`src/rtl/demux8_reg_bank.sv`:
```
// demux8_reg_bank: steers one byte stream into eight registered destinations.
// Three operations: single write, auto-incrementing burst write with wrap,
// and an 8-cycle sequential clear to CLEAR_VALUE.
// Optional feature macro: DEMUX8_WRITE_PROTECT_EN adds a per-register
// WriteProtect mask that suppresses writes and their strobes.
module demux8_reg_bank #(
   parameter int unsigned     WIDTH       = 8,
   parameter logic [WIDTH-1:0] CLEAR_VALUE = '0
) (
   input  logic             Clock,
   input  logic             Reset_n,
   input  logic [WIDTH-1:0] InData,
   input  logic             Select0,
   input  logic             Select1,
   input  logic             Select2,
   input  logic             InValid,
   output logic             InReady,
   input  logic             Burst,
   input  logic [2:0]       BurstLen,
   input  logic             Clear,
`ifdef DEMUX8_WRITE_PROTECT_EN
   input  logic [7:0]       WriteProtect,
`endif
   output logic [WIDTH-1:0] OutA,
   output logic [WIDTH-1:0] OutB,
   output logic [WIDTH-1:0] OutC,
   output logic [WIDTH-1:0] OutD,
   output logic [WIDTH-1:0] OutE,
   output logic [WIDTH-1:0] OutF,
   output logic [WIDTH-1:0] OutG,
   output logic [WIDTH-1:0] OutH,
   output logic [7:0]       WriteStrobe,
   output logic             BurstActive,
   output logic             ClearBusy
);

   localparam int unsigned NREG  = 8;
   localparam int unsigned IDX_W = 3;

   typedef enum logic [1:0] {
      ST_IDLE  = 2'd0,
      ST_BURST = 2'd1,
      ST_CLEAR = 2'd2
   } state_t;

   state_t             state, state_next;
   logic [IDX_W-1:0]   ptr, ptr_next;
   logic [IDX_W-1:0]   rem, rem_next;
   logic [WIDTH-1:0]   regs [NREG];
   logic [IDX_W-1:0]   sel;
   logic               accept;
   logic               wr_req;
   logic               wr_en;
   logic [IDX_W-1:0]   wr_idx;
   logic [WIDTH-1:0]   wr_data;
   logic [7:0]         wp;

   assign sel    = {Select2, Select1, Select0};
   assign accept = InValid && InReady;

`ifdef DEMUX8_WRITE_PROTECT_EN
   assign wp = WriteProtect;
`else
   assign wp = 8'h00;
`endif

   // A protected destination swallows the write; pointer bookkeeping is unaffected.
   assign wr_en = wr_req && !wp[wr_idx];

   // State, pointer and remaining-beat registers.
   always_ff @(posedge Clock or negedge Reset_n) begin
      if (!Reset_n) begin
         state <= ST_IDLE;
         ptr   <= '0;
         rem   <= '0;
      end else begin
         state <= state_next;
         ptr   <= ptr_next;
         rem   <= rem_next;
      end
   end

   // Next-state logic and write request selection.
   always_comb begin
      state_next = state;
      ptr_next   = ptr;
      rem_next   = rem;
      wr_req     = 1'b0;
      wr_idx     = ptr;
      wr_data    = InData;
      case (state)
         ST_IDLE: begin
            if (accept) begin
               wr_req = 1'b1;
               wr_idx = sel;
               if (Burst && (BurstLen != '0)) begin
                  state_next = ST_BURST;
                  ptr_next   = IDX_W'(sel + IDX_W'(1));
                  rem_next   = BurstLen;
               end
            end
            // Clear wins over a burst start; a same-cycle beat is still written.
            if (Clear) begin
               state_next = ST_CLEAR;
               ptr_next   = '0;
               rem_next   = '0;
            end
         end
         ST_BURST: begin
            if (accept) begin
               wr_req   = 1'b1;
               wr_idx   = ptr;
               ptr_next = IDX_W'(ptr + IDX_W'(1));
               rem_next = IDX_W'(rem - IDX_W'(1));
               if (rem == IDX_W'(1)) begin
                  state_next = ST_IDLE;
               end
            end
         end
         ST_CLEAR: begin
            wr_req   = 1'b1;
            wr_idx   = ptr;
            wr_data  = CLEAR_VALUE;
            ptr_next = IDX_W'(ptr + IDX_W'(1));
            if (ptr == IDX_W'(NREG - 1)) begin
               state_next = ST_IDLE;
            end
         end
         default: begin
            state_next = ST_IDLE;
            ptr_next   = '0;
            rem_next   = '0;
         end
      endcase
   end

   // Destination register bank.
   always_ff @(posedge Clock or negedge Reset_n) begin
      if (!Reset_n) begin
         for (int i = 0; i < int'(NREG); i++) begin
            regs[i] <= '0;
         end
      end else if (wr_en) begin
         regs[wr_idx] <= wr_data;
      end
   end

   // Registered handshake, status and one-hot write strobe.
   always_ff @(posedge Clock or negedge Reset_n) begin
      if (!Reset_n) begin
         InReady     <= 1'b0;
         BurstActive <= 1'b0;
         ClearBusy   <= 1'b0;
         WriteStrobe <= '0;
      end else begin
         InReady     <= (state_next != ST_CLEAR);
         BurstActive <= (state_next == ST_BURST);
         ClearBusy   <= (state_next == ST_CLEAR);
         WriteStrobe <= wr_en ? (8'(1) << wr_idx) : 8'h00;
      end
   end

   assign OutA = regs[0];
   assign OutB = regs[1];
   assign OutC = regs[2];
   assign OutD = regs[3];
   assign OutE = regs[4];
   assign OutF = regs[5];
   assign OutG = regs[6];
   assign OutH = regs[7];

endmodule

```
`config.mk`:
```
export PLATFORM = sky130hd
export DESIGN_NAME = demux8_reg_bank
export DESIGN_NICKNAME = d
export VERILOG_FILES = /design/src/rtl/demux8_reg_bank.sv
export SDC_FILE = /design/constraint.sdc
export NUM_CORES = 1
export LEC_CHECK = 0
export ABC_AREA = 1
export CELL_PAD_IN_SITES_DETAIL_PLACEMENT = 1
export CELL_PAD_IN_SITES_GLOBAL_PLACEMENT = 1
export CORE_AREA = 3 3 111 113
export CTS_CLUSTER_DIAMETER = 80
export DETAILED_ROUTE_END_ITERATION = 16
export DIE_AREA = 0 0 114 116
export PLACE_DENSITY_LB_ADDON = 0.1
export SLEW_MARGIN = 20
export SYNTH_ARGS = -nofsm -noshare
export SYNTH_HDL_FRONTEND = slang
export SYNTH_SLANG_ARGS = --single-unit
```
`constraint.sdc`:
```
create_clock -name Clock -period 1.7 [get_ports Clock]
set_input_delay 0.34 -clock Clock [delete_from_list [all_inputs] [get_ports Clock]]
set_output_delay 0.34 -clock Clock [all_outputs]
set_load 0.005 [all_outputs]
```
Word level (Yosys, flattened, before mapping). Memories as Yosys holds them, arrays and structs flattened. Index checks and enable logic that the tools add are counted.

Shifts and indexed selects: 1. Muxes and demuxes: 27. Bitwise gates (word level): 2. Magnitude comparators: 3. Reductions and logical operators: 10. $add $sub $neg: 3. Equality and inequality tests: 10.

Operators with widths (number): 64-bit bitwise mux (1); 3-bit 2-to-1 mux (10); 8-bit demux with 3-bit select (1); 8-bit 2-to-1 mux (3); 3-bit one-hot mux with 3 select lines (2); 2-bit 2-to-1 mux (6); 1-bit by 3-bit << shifter with 8-bit output, first input constant (1); 3-bit by 1-bit adder with 3-bit output, second input constant (2); 3-bit != test, second input constant (2); 2-bit one-hot mux with 3 select lines (1); 2-bit by 1-bit equality test with 1-bit output, second input constant (2); 2-bit equality test, second input constant (2); 4-bit greater-or-equal comparator, second input constant (1); 1-bit logical AND (4); 3-bit by 4-bit less-than comparator with 1-bit output, second input constant (1); 4-bit by 1-bit less-than comparator with 1-bit output, second input constant (1); 2-bit != test, second input constant (2); 3-bit NOT with 4-bit output (1); 4-bit AND reduction (1); 3-bit by 1-bit equality test with 1-bit output, second input constant (1); 3-bit equality test, second input constant (1); 3-bit AND reduction (1); 3-bit nonzero test (1); 3-bit by 1-bit subtractor with 3-bit output, second input constant (1); 6 further kinds (7).

Memory bits (read-only): 8. Memories kept: 1. Output and inout port bits: 75. Register bits after elaboration: 83.

Memory list: (no name shown) (depth 8, width 1, rd ports 1, clocked after Yosys merged registers in 0, write ports 0, line 68) `assign wr_en = wr_req && !wp[wr_idx];`.

Depth between registers and ports, before layout. Gate-level depths: netlist of the first run.

Depth in word-level cells: 9. Depth in mapped cells: 11.

Least setup slack after synthesis of the first run. No wires, ideal clock.

Kind: reg2reg. Start point: register state[1]. End point: register regs (netlist bit OutA[0]). Arrival time: 1584 ps. Cell stages (with the launch flop): 12. Library setup time: 116 ps. Path buffers: 0. Period minus slack after synthesis: 1701 ps. Path slack: -1 ps. Data required time: 1584 ps. Path through: dfrtp_1 inv_1 ha_1 inv_2 nor2_8 nand2_2 o21ai_2 nand2_4 inv_2 nand2_4 nand2_1 nand2_1.

Word-level cells in the longest chain between the ends: 8. Elaborated cells between the ends (all ways): 18. Classes of those cells: order compare (2); eq/ne (2); mux (7); bitwise (1); reduce/logical (5); memory (1).

RTL lines: from (decl) (line 46) `state_t state, state_next;`; from (signal assigned) (line 77) `state <= state_next;`; 2-bit logical NOT (line 91) `case (state)`; 3-bit 2-to-1 mux; 3-bit NOT with 4-bit output (implied by the code) (line 144) `regs[wr_idx] <= wr_data;`; 4-bit greater-or-equal comparator (implied by the code) or 4-bit by 1-bit less-than comparator with 1-bit output (tied branches) (line 144); 1-bit logical AND (implied by the code) (line 144); 8-bit 2-to-1 mux (implied by the code) (line 144); 8-bit demux with 3-bit select (line 144); 64-bit bitwise mux (line 144); to (signal, indexed assignment) (line 144); to (decl) (line 49) `logic [WIDTH-1:0] regs [NREG];`.

Parallel ways exist; a longest one is shown, timed or not. The select of a mux whose other input is x is not followed. A chain may end at the register's enable or synchronous reset.

Worst setup path after layout of the first run.
Start point: register state[1]. End point: register regs (netlist bit OutA[7]).

The elaborated chain is that of the path after synthesis.

==> out/metrics.csv, run 1 <==
stage,metric,value,unit
sta,fin_skew,0.00326,ns
place,dpl_cell_area,5000,sq um
place,gp_congestion,0.770,
place,dp_cells,688,
logic_synthesis,ys_seq_area_share,57.0,%
power,irDropWorstVdd,0.685,mV
critical_path,cp_slowest_cell,dfrtp_1,
floorplanning,die_h,116,microns
logic_synthesis,synth.distinct_cells,20,
floorplanning,num_rows,39,
job,maxCapViolCount,0,
critical_path,cp_slowest_stage_delay,0.37,ns
grt,grt_max_degree,49,
power,totalPowerFinal,11.0,mW
clock_tree,cts_root_buf,clkbuf_16,
sta,finalCritPeriodShare,101,%
critical_path,critical_path_class,reg2reg,
critical_path,path_cells,"inv_2, ha_4, inv_6, nor2_8, buf_6, o21ai_4, nand2_8, inv_12, nand2_8, nand2_2, nand2_1",
logic_synthesis,synth_seq_cells,83,
clock_tree,clk_pin_slew,0.06,ns
logic_synthesis,syn_avg_cell_area,8.65,sq um
drt,dr.pass1.iters,4,
grt,antenna_found_initial,0,
critical_path,startpoint,state[1]$_DFF_PN0_,
clock_tree,cts.sinks,83,
grt,grt_pass1_wl,19.8,mm
floorplanning,initial_utilization,31.9,%
critical_path,timing.rr.end,OutA[7]$_DFFE_PN0P_,
critical_path,r2r_cells,11,
drt,routed_wirelength,12.1,mm
critical_path,crit_path_frequent_cell,nand2_8,
sta,finalSetupTns,-0.0634,ns
cells_and_area,stdcell_area,5850,sq um
sta,rsz0062_at_grt,yes,
logic_synthesis,synth.largest_area_cell,dfrtp_1,
sta,setup_viol,15,
clock_tree,clk_path_buf_depth,2,
critical_path,worstPathRequired,1.92,ns
logic_synthesis,syn_area,3640,sq um
critical_path,crit_arrival,1.94,ns
clock_tree,cts_made_buffers,9,
clock_tree,clk-insertion-delay-late,0.33,ns
sta,slew_violations,0,
cells_and_area,utilization,51.2,%
drt,first_iter_violations,115,
sta,slew_headroom,64.0,%
sta,clock.fmax,0.583,GHz
worst_hold_path,hold_class,in2async,
drt,wl_per_cell,16.8,microns
logic_synthesis,ys_warn_count,0,
clock_tree,cts_tree,built,
critical_path,rrSetupSlack,-0.02,ns
place,dp_hpwl,8.04,mm
logic_synthesis,synth_top_area_share,57.0,%
critical_path,path_max_fanout,8,
sta,worstMarginPinSlew,0.540,ns
critical_path,cp-start-kind,register,
floorplanning,fp.dieW,114,microns
sta,holdWs,0.444,ns
critical_path,cp-endpoint,OutA[7]$_DFFE_PN0P_,
cells_and_area,diodes,0,
critical_path,cp-end-kind,register,
cells_and_area,syn2layout_area_growth,60.6,%
outcome,status,"finished, violations left",
logic_synthesis,syn-num-nets,449,
grt,grt_pass1_vias,3646,
logic_synthesis,syn_inst,421,
drt,viasPerCell,4.56,
drt,drc,0,
place,pre_cts_ws,-0.298,ns
cells_and_area,drive_gt1_share,29.4,%
drt,dr_total_vias,3295,
place,portBuffers,93,
grt,grt_overflow,0,
floorplanning,ios,94,
floorplanning,dieArea,13200,sq um
power,leakagePower,2.85,nW
logic_synthesis,synth.area.top_cells,"dfrtp_1, nand2_1, ha_1",
critical_path,r2r-start,state[1]$_DFF_PN0_,
floorplanning,coreArea,11400,sq um
grt,grtUsageTotal,19.5,%
sta,fin_ws,-0.0158,ns
drt,drtAntennaViolNets,0,
cells_and_area,fin_nets,604,
power,power_density,1870,nW/um^2
cells_and_area,final_cells,722,
sta,fin_crit,1.72,ns
clock_tree,htree_levels,3,
sta,hold_viol,0,
outcome,violations,setup timing,
sequential cells by signal, summed over array words and instances (netlist names):
name	cells
OutC	8
OutG	8
ptr	3
OutF	8
OutD	8
OutA	8
OutH	8
rem	3
OutE	8
InReady	1
WriteStrobe	8
OutB	8
state	2
BurstActive	1
ClearBusy	1
logic make-up (layout without fill, tap and decap cells):
logic type,after synthesis,in the layout,synth area share [%]
simple gates,272,282,33.1
compound gates,20,20,2.95
flops,83,83,57.0
buf+inv,37,185,3.81
fa+ha+maj,9,9,3.09
Yosys cell counts (all sizes together):
cell / n
a21oi: 1
a22o: 1
clkbuf: 1
dfrtp: 83
ha: 9
inv: 36
nand2: 238
nand3: 7
nand4: 1
nor2: 25
o21ai: 18
or2: 1
per-layer routing:
| layer | track usage [%] | wire, microns |
|---|---|---|
| met1 | 25.3 | 5340 |
| met2 | 33.1 | 6240 |
| met3 | 3.55 | 387 |
| met4 | 6.57 | 134 |
| met5 | 0 | 0 |
repair_timing:
item | in CTS | in global routing
resized for setup | 44 | 77
gates cloned | 10 | 0
endpoints found under the setup margin | 70 | 76
pin swaps | 21 | 19
endpoints found under the hold margin | 19 | 0
buffers inserted | 8 | 2
hold buffers | 1 | 0
cell usage in the layout (no fill, tap or decap), types with 3 or more instances in the layout:
| cell type | Yosys | routed |
|---|---|---|
| nand2_1 | 223 | 165 |
| clkdlybuf4s50_1 | 0 | 92 |
| dfrtp_1 | 83 | 83 |
| nand2_2 | 6 | 56 |
| buf_4 | 0 | 34 |
| inv_1 | 29 | 25 |
| nor2_4 | 8 | 18 |
| nor2_1 | 16 | 13 |
| nand2_4 | 9 | 11 |
| o21ai_0 | 11 | 10 |
| clkbuf_16 | 0 | 9 |
| ha_1 | 9 | 8 |
| nand2_8 | 0 | 7 |
| nand3_1 | 6 | 6 |
| inv_6 | 0 | 6 |
| buf_6 | 0 | 6 |
| inv_2 | 7 | 4 |
| o21ai_4 | 0 | 3 |
| o21ai_2 | 1 | 3 |
worst min-delay path by stage:
stage | startpoint | to | slack, ns | cells past startpoint
detailed placement | Reset_n | WriteStrobe[1]$_DFF_PN0_ | 0.26 | 1
finish | Reset_n | OutB[3]$_DFFE_PN0P_ | 0.44 | 2
global placement | Reset_n | WriteStrobe[1]$_DFF_PN0_ | 0.25 | 1
global route | Reset_n | OutB[3]$_DFFE_PN0P_ | 0.47 | 2
floorplan | Reset_n | BurstActive$_DFF_PN0_ | 0.04 | 0
CTS | Reset_n | OutD[0]$_DFFE_PN0P_ | 0.45 | 2
power breakdown:
group | switching (mW) | internal (mW)
Clock | 0.752 | 1.05
Sequential | 0.516 | 2.71
Combinational | 3.18 | 2.74
layout make-up:
type                    instances  area, sq um
fillers                      1318         5570
flip-flops and latches         83         2080
multi-input cells             311         1850
repair buffers                135         1290
clock buffers                  12          256
well taps                     143          179
inverters                      36          178
clock inverters                 2         12.5
critical path: cells and delay by family (launching register included):
family | cells | cell delay, ns
buf+inv | 4 | 0.40
flops | 1 | 0.37
simple gates | 5 | 0.41
compound gates | 1 | 0.24
fa+ha+maj | 1 | 0.17
Power figures use the tool's default switching activity.
==> run 2, diff against run 1 <==
--- a/config.mk
+++ b/config.mk
@@ -9,8 +9,8 @@
 export CELL_PAD_IN_SITES_DETAIL_PLACEMENT = 1
 export CELL_PAD_IN_SITES_GLOBAL_PLACEMENT = 1
-export CORE_AREA = 3 3 111 113
+export CORE_AREA = 4 4 102 104
 export CTS_CLUSTER_DIAMETER = 80
 export DETAILED_ROUTE_END_ITERATION = 16
-export DIE_AREA = 0 0 114 116
+export DIE_AREA = 0 0 106 108
 export PLACE_DENSITY_LB_ADDON = 0.1
 export SLEW_MARGIN = 20
==> constraint.sdc (replaced) <==
create_clock -name Clock -period 2.2 [get_ports Clock]
set_input_delay 0.55 -clock Clock [delete_from_list [all_inputs] [get_ports Clock]]
set_output_delay 0.55 -clock Clock [all_outputs]
set_load 0.005 [all_outputs]
==> run 2 against run 1 <==
Net effect:
- the flow now finishes without violations
- power down 39%
- first-iteration DRC count down 23%
- hold slack worse by 0.33 ns
- sequential power down 24%
- cell count down 6.2%
- critical path depth down 2
- flip-flop and latch count unchanged
- highest routed layer unchanged
- maximum frequency down 13%
- register-to-register slack better by 0.25 ns
- critical endpoint is now OutB[5]$_DFFE_PN0P_
==> out/metrics.csv, run 2 (same netlist as run 1, synthesis figures left out) <==
stage,metric,value,unit,change
outcome,status,"finished, final reports clean",,
critical_path,worstPathRequired,2.49,ns,+0.57 ns
clock_tree,post-cts-setup-buffers,0,,-8
cells_and_area,fin_nets,567,,-6.1%
sta,slew_headroom,72.6,%,+8.6 points
grt,grtUsageTotal,18.9,%,-0.60 points
critical_path,critical_path_class,reg2reg,,
sta,worstMarginPinSlew,0.411,ns,-0.129 ns
sta,setup_viol,0,,-15
drt,routed_wirelength,10.5,mm,-14%
place,dp_cells,661,,-3.9%
power,irDropWorstVdd,0.490,mV,-28%
power,swShare,39.9,%,-0.68 points
power,leakagePower,2.64,nW,-7.5%
place,dp_hpwl,7.74,mm,-3.6%
power,intPower,4.05,mW,-38%
cells_and_area,mostFrequentLayoutCells,"nand2_1, clkdlybuf4s50_1, dfrtp_1",,
place,gp_congestion,0.797,,+3.5%
clock_tree,cts.sinks,83,,unchanged
clock_tree,cts-resized-gates,0,,-100%
drt,wl_per_cell,15.4,microns,-7.8%
floorplanning,fp.dieW,106,microns,-7.0%
power,combPwrFrac,48.2,%,-5.8 points
power,clock_power_share,15.6,%,-0.9 points
clock_tree,clk_pin_slew,0.09,ns,+0.03 ns
floorplanning,die_h,108,microns,-6.9%
clock_tree,clk-insertion-delay-late,0.36,ns,+0.03 ns
grt,grt_pass1_wl,16.8,mm,-15%
sta,holdWs,0.112,ns,-0.332 ns
critical_path,crit_path_frequent_cell,nand2_1,,
critical_path,path_max_fanout,9,,+1
floorplanning,initial_utilization,38.1,%,+6.2 points
clock_tree,cts_hold_buf,0,,-1
grt,grt_max_degree,56,,+14%
place,portBuffers,93,,unchanged
cells_and_area,final_cells,677,,-6.2%
grt,grt_overflow,0,,unchanged
drt,viasPerCell,4.53,,-0.67%
sta,fin_skew,0.00994,ns,+0.00668 ns
critical_path,path_cells,"inv_1, ha_1, inv_2, o21ai_1, nand3_4, buf_4, nor2_4, nand2_1, nand2_1",,
sta,finalSetupTns,0,ns,+0.0634 ns
sta,fin_crit,1.97,ns,+0.250 ns
cells_and_area,diodes,0,,unchanged
sta,fin_ws,0.235,ns,+0.250 ns
grt,antenna_found_initial,0,,unchanged
cells_and_area,stdcell_area,5040,sq um,-14%
critical_path,critical-path-top-delay-family,simple AND/OR/NAND/NOR gates,,
clock_tree,cts_tree,built,,
drt,dr.pass1.iters,4,,unchanged
critical_path,cp_slowest_stage_delay,0.45,ns,+0.08 ns
sta,rsz0062_at_grt,no,,
floorplanning,num_rows,36,,-7.7%
cells_and_area,syn2layout_area_growth,38.5,%,
power,power_frac_seq,36.2,%,+6.7 points
floorplanning,dieArea,11400,sq um,-13%
cells_and_area,drive_gt1_share,12.1,%,-17 points
sta,clock.fmax,0.509,GHz,-13%
place,dpl_cell_area,4860,sq um,-2.9%
worst_hold_path,hold_class,in2async,,
drt,drc,0,,unchanged
grt,grt_use_met3,3.34,%,-0.21 points
floorplanning,coreArea,9550,sq um,-16%
critical_path,crit_arrival,2.25,ns,+0.31 ns
job,maxCapViolCount,0,,unchanged
power,p_switching,2.69,mW,-40%
sta,finalCritPeriodShare,89.3,%,-12 points
critical_path,startpoint,state[1]$_DFF_PN0_,,
place,pre_cts_ws,-0.0167,ns,+0.282 ns
critical_path,cp-start-kind,register,,
grt,grt.busiest_layer,met2,,
clock_tree,clk_path_buf_depth,2,,unchanged
drt,dr_total_vias,3069,,-6.9%
clock_tree,htree_levels,3,,unchanged
drt,drtAntennaViolNets,0,,unchanged
clock_tree,cts_root_buf,clkbuf_8,,
critical_path,rrSetupSlack,0.23,ns,+0.25 ns
critical_path,crit_buf_inv,3,,-1
power,power_density,1330,nW/um^2,-29%
clock_tree,cts_made_buffers,9,,unchanged
grt,use_met2,34.6,%,+1.5 points
critical_path,cp-end-kind,register,,
critical_path,r2r-start,state[1]$_DFF_PN0_,,
critical_path,cp_slowest_cell,dfrtp_1,,
cells_and_area,layout_commonest_cell,nand2_1,,
drt,first_iter_violations,88,,-23%
sta,hold_viol,0,,unchanged
grt,grt_use_met1,23.3,%,-2.0 points
floorplanning,ios,94,,unchanged
sta,slew_violations,0,,unchanged
grt,grt_pass1_vias,3210,,-12%
[run 2: changes by cell type in the layout (fill, tap and decap cells not counted), sizes merged]
cell / before / now
clkbuf: 12 / 10
nor2: 34 / 25
nand2: 239 / 238
clkinv: 1 / 2
inv: 36 / 38
buf: 42 / 16
dlygate4sd3: 1 / 0
clkinvlp: 1 / 2
[run 2: metal layers]
layer  share of wire [%]  wire length (microns)  vias to the layer above
li1                    -                      -                     1512
met1                  44                   4640                     1485
met2                  51                   5360                       63
met3                 3.3                    340                        9
met4                 1.1                    115                        0
met5                   0                      0                        -
[run 2: worst paths after layout]
kind                                  endpoint  cells after the start
hold reg to reg            OutF[0]$_DFFE_PN0P_                      2
setup reg to reg           OutB[5]$_DFFE_PN0P_                      9
min in group Clock         OutF[0]$_DFFE_PN0P_                      2
setup / recovery           OutB[5]$_DFFE_PN0P_                      9
max in group asynchronous  OutG[1]$_DFFE_PN0P_                      2
hold / removal             OutB[6]$_DFFE_PN0P_                      1
[run 2: per-stage QoR]
stage | total power, mW | util (%)
floorplan | 4.00 | -
detailed placement | 5.77 | 50.9
finish | 6.73 | 52.8
global placement | 5.64 | 50.9
global route | 7.27 | 52.8
CTS | 6.85 | 52.8
[run 2: worst register-to-register path, cell delays in order (launching register included)]
cell     delay [ns]
dfrtp_1        0.45
inv_1          0.16
ha_1           0.23
inv_2          0.09
o21ai_1        0.28
nand3_4        0.14
buf_4          0.18
nor2_4         0.22
nand2_1        0.08
nand2_1        0.08
[run 2: final cells by class]
type,count,area (sq um)
multi-input combinational,301,1430
tap,133,166
timing repair buffer,108,1050
inverter,36,135
clock inverter,6,48.8
clock buffer,10,138
sequential,83,2080
fill,1151,4500
[run 2: power groups by stage]
| stage | registers, mW | clock network, mW | logic (mW) |
|---|---|---|---|
| after floorplan | 2.44 | 0 | 1.56 |
| after global placement | 2.45 | 0 | 3.19 |
| after detailed placement | 2.47 | 0 | 3.29 |
| after CTS | 2.45 | 1.08 | 3.32 |
| after global routing | 2.51 | 1.14 | 3.61 |
| final | 2.44 | 1.05 | 3.24 |
